$ cat config.mk
export PLATFORM = sky130hd
export DESIGN_NAME = sram_mem_stage
export DESIGN_NICKNAME = d
export VERILOG_FILES = /design/src/rtl/sram_mem_stage.sv
export SDC_FILE = /design/constraint.sdc
export NUM_CORES = 1
export LEC_CHECK = 0
export BUFFER_PORTS_ARGS = -buffer_cell sky130_fd_sc_hd__buf_2
export CORE_AREA = 2 2 87 89
export CTS_BUF_LIST = sky130_fd_sc_hd__clkbuf_2
export CTS_CLUSTER_DIAMETER = 200
export DETAILED_ROUTE_END_ITERATION = 16
export DIE_AREA = 0 0 89 91
export GPL_ROUTABILITY_DRIVEN = 0
export HOLD_SLACK_MARGIN = 0.1
export PLACE_DENSITY_LB_ADDON = 0.12
export SYNTH_ARGS = -nofsm -noshare
export SYNTH_HDL_FRONTEND = slang
export SYNTH_SLANG_ARGS = --single-unit
$ cat constraint.sdc
create_clock -name clk -period 2.75 [get_ports clk]
set_input_delay 0 -clock clk [delete_from_list [all_inputs] [get_ports clk]]
set_output_delay 0 -clock clk [all_outputs]
set_load 0.05 [all_outputs]
$ cat src/rtl/sram_mem_stage.sv
// Memory-stage word access over a 16-bit async SRAM as two halfword phases (2*WAIT_CYCLES+2 cycles, ready low while busy).
// Optional SRAM_ALIGN_CHECK_EN: misaligned requests skip the SRAM, complete in one cycle and set sticky align_err.
module sram_mem_stage #(
  parameter logic [31:0] BASE_ADDR   = 32'd1024,
  parameter int          WAIT_CYCLES = 2,
  parameter int          SRAM_AW     = 18
) (
  input  logic               clk,
  input  logic               rst_n,
  input  logic               MEM_R_EN,
  input  logic               MEM_W_EN,
  input  logic [31:0]        address,
  input  logic [31:0]        write_data,
  output logic [31:0]        read_data,
  output logic               ready,
  output logic [SRAM_AW-1:0] sram_addr,
  output logic [15:0]        sram_dq_out,
  input  logic [15:0]        sram_dq_in,
  output logic               sram_dq_oe,
  output logic               sram_we_n,
  output logic               align_err
);

  typedef enum logic [1:0] {IDLE, LO, HI, DONE} state_t;

  localparam int            CW       = (WAIT_CYCLES > 1) ? $clog2(WAIT_CYCLES) : 1;
  localparam logic [CW-1:0] CNT_LAST = CW'(WAIT_CYCLES - 1);

  state_t             state_q, state_d;
  logic [CW-1:0]      cnt_q;
  logic               wr_q;
  logic [SRAM_AW-2:0] w_q;
  logic [31:0]        data_q;
  logic               req;
  logic               misalign;
  logic               cnt_last;
  logic [31:0]        off;
  logic               unused_bits;

  assign req         = MEM_R_EN | MEM_W_EN;
  assign off         = address - BASE_ADDR;
  assign cnt_last    = (cnt_q == CNT_LAST);
  assign unused_bits = ^{off[31:SRAM_AW+1], off[1:0]};

`ifdef SRAM_ALIGN_CHECK_EN
  assign misalign = |address[1:0];
`else
  assign misalign = 1'b0;
`endif

  always_comb begin
    state_d = state_q;
    case (state_q)
      IDLE:    if (req) state_d = misalign ? DONE : LO;
      LO:      if (cnt_last) state_d = HI;
      HI:      if (cnt_last) state_d = DONE;
      DONE:    state_d = IDLE;
      default: state_d = IDLE;
    endcase
  end

  always_ff @(posedge clk or negedge rst_n) begin
    if (!rst_n) begin
      state_q   <= IDLE;
      cnt_q     <= '0;
      wr_q      <= 1'b0;
      w_q       <= '0;
      data_q    <= '0;
      read_data <= '0;
    end else begin
      state_q <= state_d;
      case (state_q)
        IDLE: begin
          if (req) begin
            wr_q   <= MEM_W_EN;
            // halfword address is 2*w, so only the low SRAM_AW-1 bits of w survive
            w_q    <= off[SRAM_AW:2];
            data_q <= write_data;
            cnt_q  <= '0;
            if (misalign && !MEM_W_EN) read_data <= '0;
          end
        end
        LO, HI: begin
          if (cnt_last) begin
            cnt_q <= '0;
            if (!wr_q) begin
              if (state_q == LO) read_data[15:0]  <= sram_dq_in;
              else               read_data[31:16] <= sram_dq_in;
            end
          end else begin
            cnt_q <= cnt_q + CW'(1);
          end
        end
        default: ;
      endcase
    end
  end

`ifdef SRAM_ALIGN_CHECK_EN
  always_ff @(posedge clk or negedge rst_n) begin
    if (!rst_n)                              align_err <= 1'b0;
    else if (state_q == IDLE && req && misalign) align_err <= 1'b1;
  end
`else
  assign align_err = 1'b0;
`endif

  // SRAM pins come only from registered state and latched fields
  always_comb begin
    sram_addr   = '0;
    sram_dq_out = '0;
    sram_we_n   = 1'b1;
    sram_dq_oe  = 1'b0;
    case (state_q)
      LO: begin
        sram_addr   = {w_q, 1'b0};
        sram_dq_out = data_q[15:0];
        sram_we_n   = ~wr_q;
        sram_dq_oe  = wr_q;
      end
      HI: begin
        sram_addr   = {w_q, 1'b1};
        sram_dq_out = data_q[31:16];
        sram_we_n   = ~wr_q;
        sram_dq_oe  = wr_q;
      end
      default: ;
    endcase
  end

  assign ready = ((state_q == IDLE) && !req) || (state_q == DONE);

endmodule

==> metrics <==
area of the core 7140 um2; first-pass GRT wire length ~16000 um; crit path launch address[10]; ratio of cells with drive above 1 in the final layout 0.336; flop2flop setup slack slightly below 0.4 ns; critical path peak fanout 4; number of warnings issued by yosys 0; fin crit share 0.874; top-area cell type share of the netlist area 0.576; ANT cells 0; CP top delay family buffers and inverters; total CTS buffers 9; Die X 89 um; DP Wirelength between 5000 and 6000 um; critical path cell sequence dlygate4sd3_1 > buf_2 > inv_1 > ha_1 > or3b_4 > o31ai_1 > dlygate4sd3_1 > a31oi_1 > dlygate4sd3_1; CTS Buffer Depth 2; Layout fillers around 510; Slew @ Worst Pin 1.19 ns; Synthesized Nets 446; Finished Layout Cells 682; Worst Path Arrival 2.84 ns; WL/cell 14.1 um; Starting Density 0.517; final hold vios 0; first drt pass iteration count 5; R2R Path End data_q[7]; min cycle time layout 2.40 ns; area taken by flip-flops and latches 2130 um2; ANT nets after route 0; Worst path most repeated cell dlygate4sd3_1; row count 31; H-tree Lvls 3; top-count cell post-synth nand2_1; Iter 0 DRT Violations roughly 160; Synth Register Bits 85; Residual DRC 0; cell count after synthesis 356; GRT overflow 0; Worst-path clk slew 0.23 ns; Async S/R FF share, synth 1.00; number of synthesized flops with an enable pin 0; vias in the first global route 3557; Rel. slew slack 0.202; GRT Util Overall 0.244; Reg2Reg Depth 7; routed vias about 3400; Root Driver clkbuf_2; antenna violations before repair 0; Avg Cell Area, Syn 10.4 um2; Fin Setup TNS 0 ns; Detailed Route WL roughly 9600 um; Max Slew Vio Count 0; RSZ-0062 raised after global routing no; nets@finish 668; Total Power 7110 uW; Clock Latency Late Sink 0.53 ns; synth unique cells 31; setup bufs post-CTS 0; Worst Skew 0.0204 ns; sequential-to-total area share from yosys stat 0.576; status completed; setup violators final 0; Slowest-stage cell, CP dlygate4sd3_1; P per Cell Area about 1300 nW/um2; Multi-input gate area between 1000 and 1500 um2; worst hold path type input port to async pin; DR vias/cell slightly below 5; CP peak stage delay 0.59 ns; largest net degree at the start of global routing 86; Setup crit end kind flip-flop; synthesized cell area around 3700 um2; Sink Count 85; CP Launch Type input port; top_reg_cell synth dfrtp_1; critical path required time 3.18 ns; I/O Buffers ~140; die footprint 8100 um2; cell taking the most area after synthesis dfrtp_1; Die H 91 um; WP buf/inv 5; max-cap check violation count 0; Area Growth Syn to Fin 48.0%; placed cells 576; Leakage 0.00282 uW; Setup CP Type input port to flip-flop; Peak supply drop 0.000718 V; top cells by area, synth dfrtp_1 58%, nand2_1 13%, mux2_2 10%, a22o_1 3.8%, and2_1 3.4%; CTS tree built; worst r2r src state_q[0]; f_max 416 MHz; I/O Pins ~150; most frequent cells after synthesis 128 x nand2_1, 85 x dfrtp_1, 33 x mux2_2, 20 x and2_1, 16 x a22o_1
layout make-up:
cell class,count,area share
sequential,85,0.389
inverter,6,0.00412
clock inverter,7,0.00916
timing repair buffer,230,0.295
clock buffer,9,0.00824
multi-input combinational,246,0.272
tap,99,0.0227
logic make-up after synthesis:
kind of cell             share of synthesized area
AO/OA/AOI/OAI                               0.0732
XOR/XNOR                                   0.00475
adder cells (fa/ha/maj)                     0.0203
buffers and inverters                       0.0274
flip-flops                                   0.576
multiplexers                                 0.101
other                                      0.00102
AND/OR/NAND/NOR                              0.197
flip-flops by register name, summed over array words and instances, names as in the netlist:
signal     cells
w_q           17
wr_q           1
read_data     32
state_q        2
cnt_last       1
data_q        32
how the worst max path moves through the flow:
stage,end,slack [ns],cells past startpoint
finish,w_q[16],0.35,9
global route,data_q[7],0.19,7
CTS,sram_dq_out[14],0.11,5
detailed placement,sram_dq_out[14],0.74,5
global placement,sram_dq_out[7],0.77,5
floorplan,read_data[10],0.85,7
power by group:
part / switching [uW] / internal [uW] / total, uW
Combinational: 3000 / 1360 / 4350
Clock: 444 / 120 / 564
Sequential: 322 / 1870 / 2190
through the flow:
step / instance area, um2 / hold WS [ns] / setup WS (ns) / util
3_3_place_gp: 4460 / 0.189 / 0.768 / 0.625
6_report: 5460 / 0.156 / 0.345 / 0.766
5_1_grt: 5460 / 0.170 / 0.192 / 0.766
4_1_cts: 5460 / 0.144 / 0.109 / 0.765
2_1_floorplan: 3690 / -0.296 / 0.854 / -
3_5_place_dp: 4460 / 0.192 / 0.737 / 0.625
placed cells by master, fill, tap and decap left out, types with 6 or more instances in the layout:
cell type	netlist	final
nor2_1	6	6
mux2_2	33	33
nand2_1	128	128
and2_1	20	19
inv_1	6	6
clkbuf_2	0	9
o21ai_0	7	7
dfrtp_1	85	85
a22o_1	16	16
dlygate4sd3_1	0	90
ha_1	6	6
buf_2	3	136
what timing repair did:
item                                   in CTS  in global routing
gates resized for setup                     0                  2
setup endpoints to repair                   0                  5
endpoints found under the hold margin     169                  0
hold buffers                               90                  0
worst reg2reg max path, stage by stage (launching register included):
cell           delay (ns)
dfrtp_1              0.45
inv_1                0.14
ha_1                 0.32
o21a_4               0.37
buf_4                0.34
nand2_1              0.09
nand2_1              0.06
dlygate4sd3_1        0.56
layer usage:
layer | wire [um] | share of wire | global-route usage | vias up
li1 | - | - | - | 1612
met1 | 4060 | 0.42 | 0.299 | 1602
met2 | 4740 | 0.49 | 0.415 | 124
met3 | 607 | 0.063 | 0.0482 | 18
met4 | 197 | 0.021 | 0.0970 | 0
met5 | 0 | 0 | 0 | -
No activity file was read; power rests on OpenSTA's default activity.
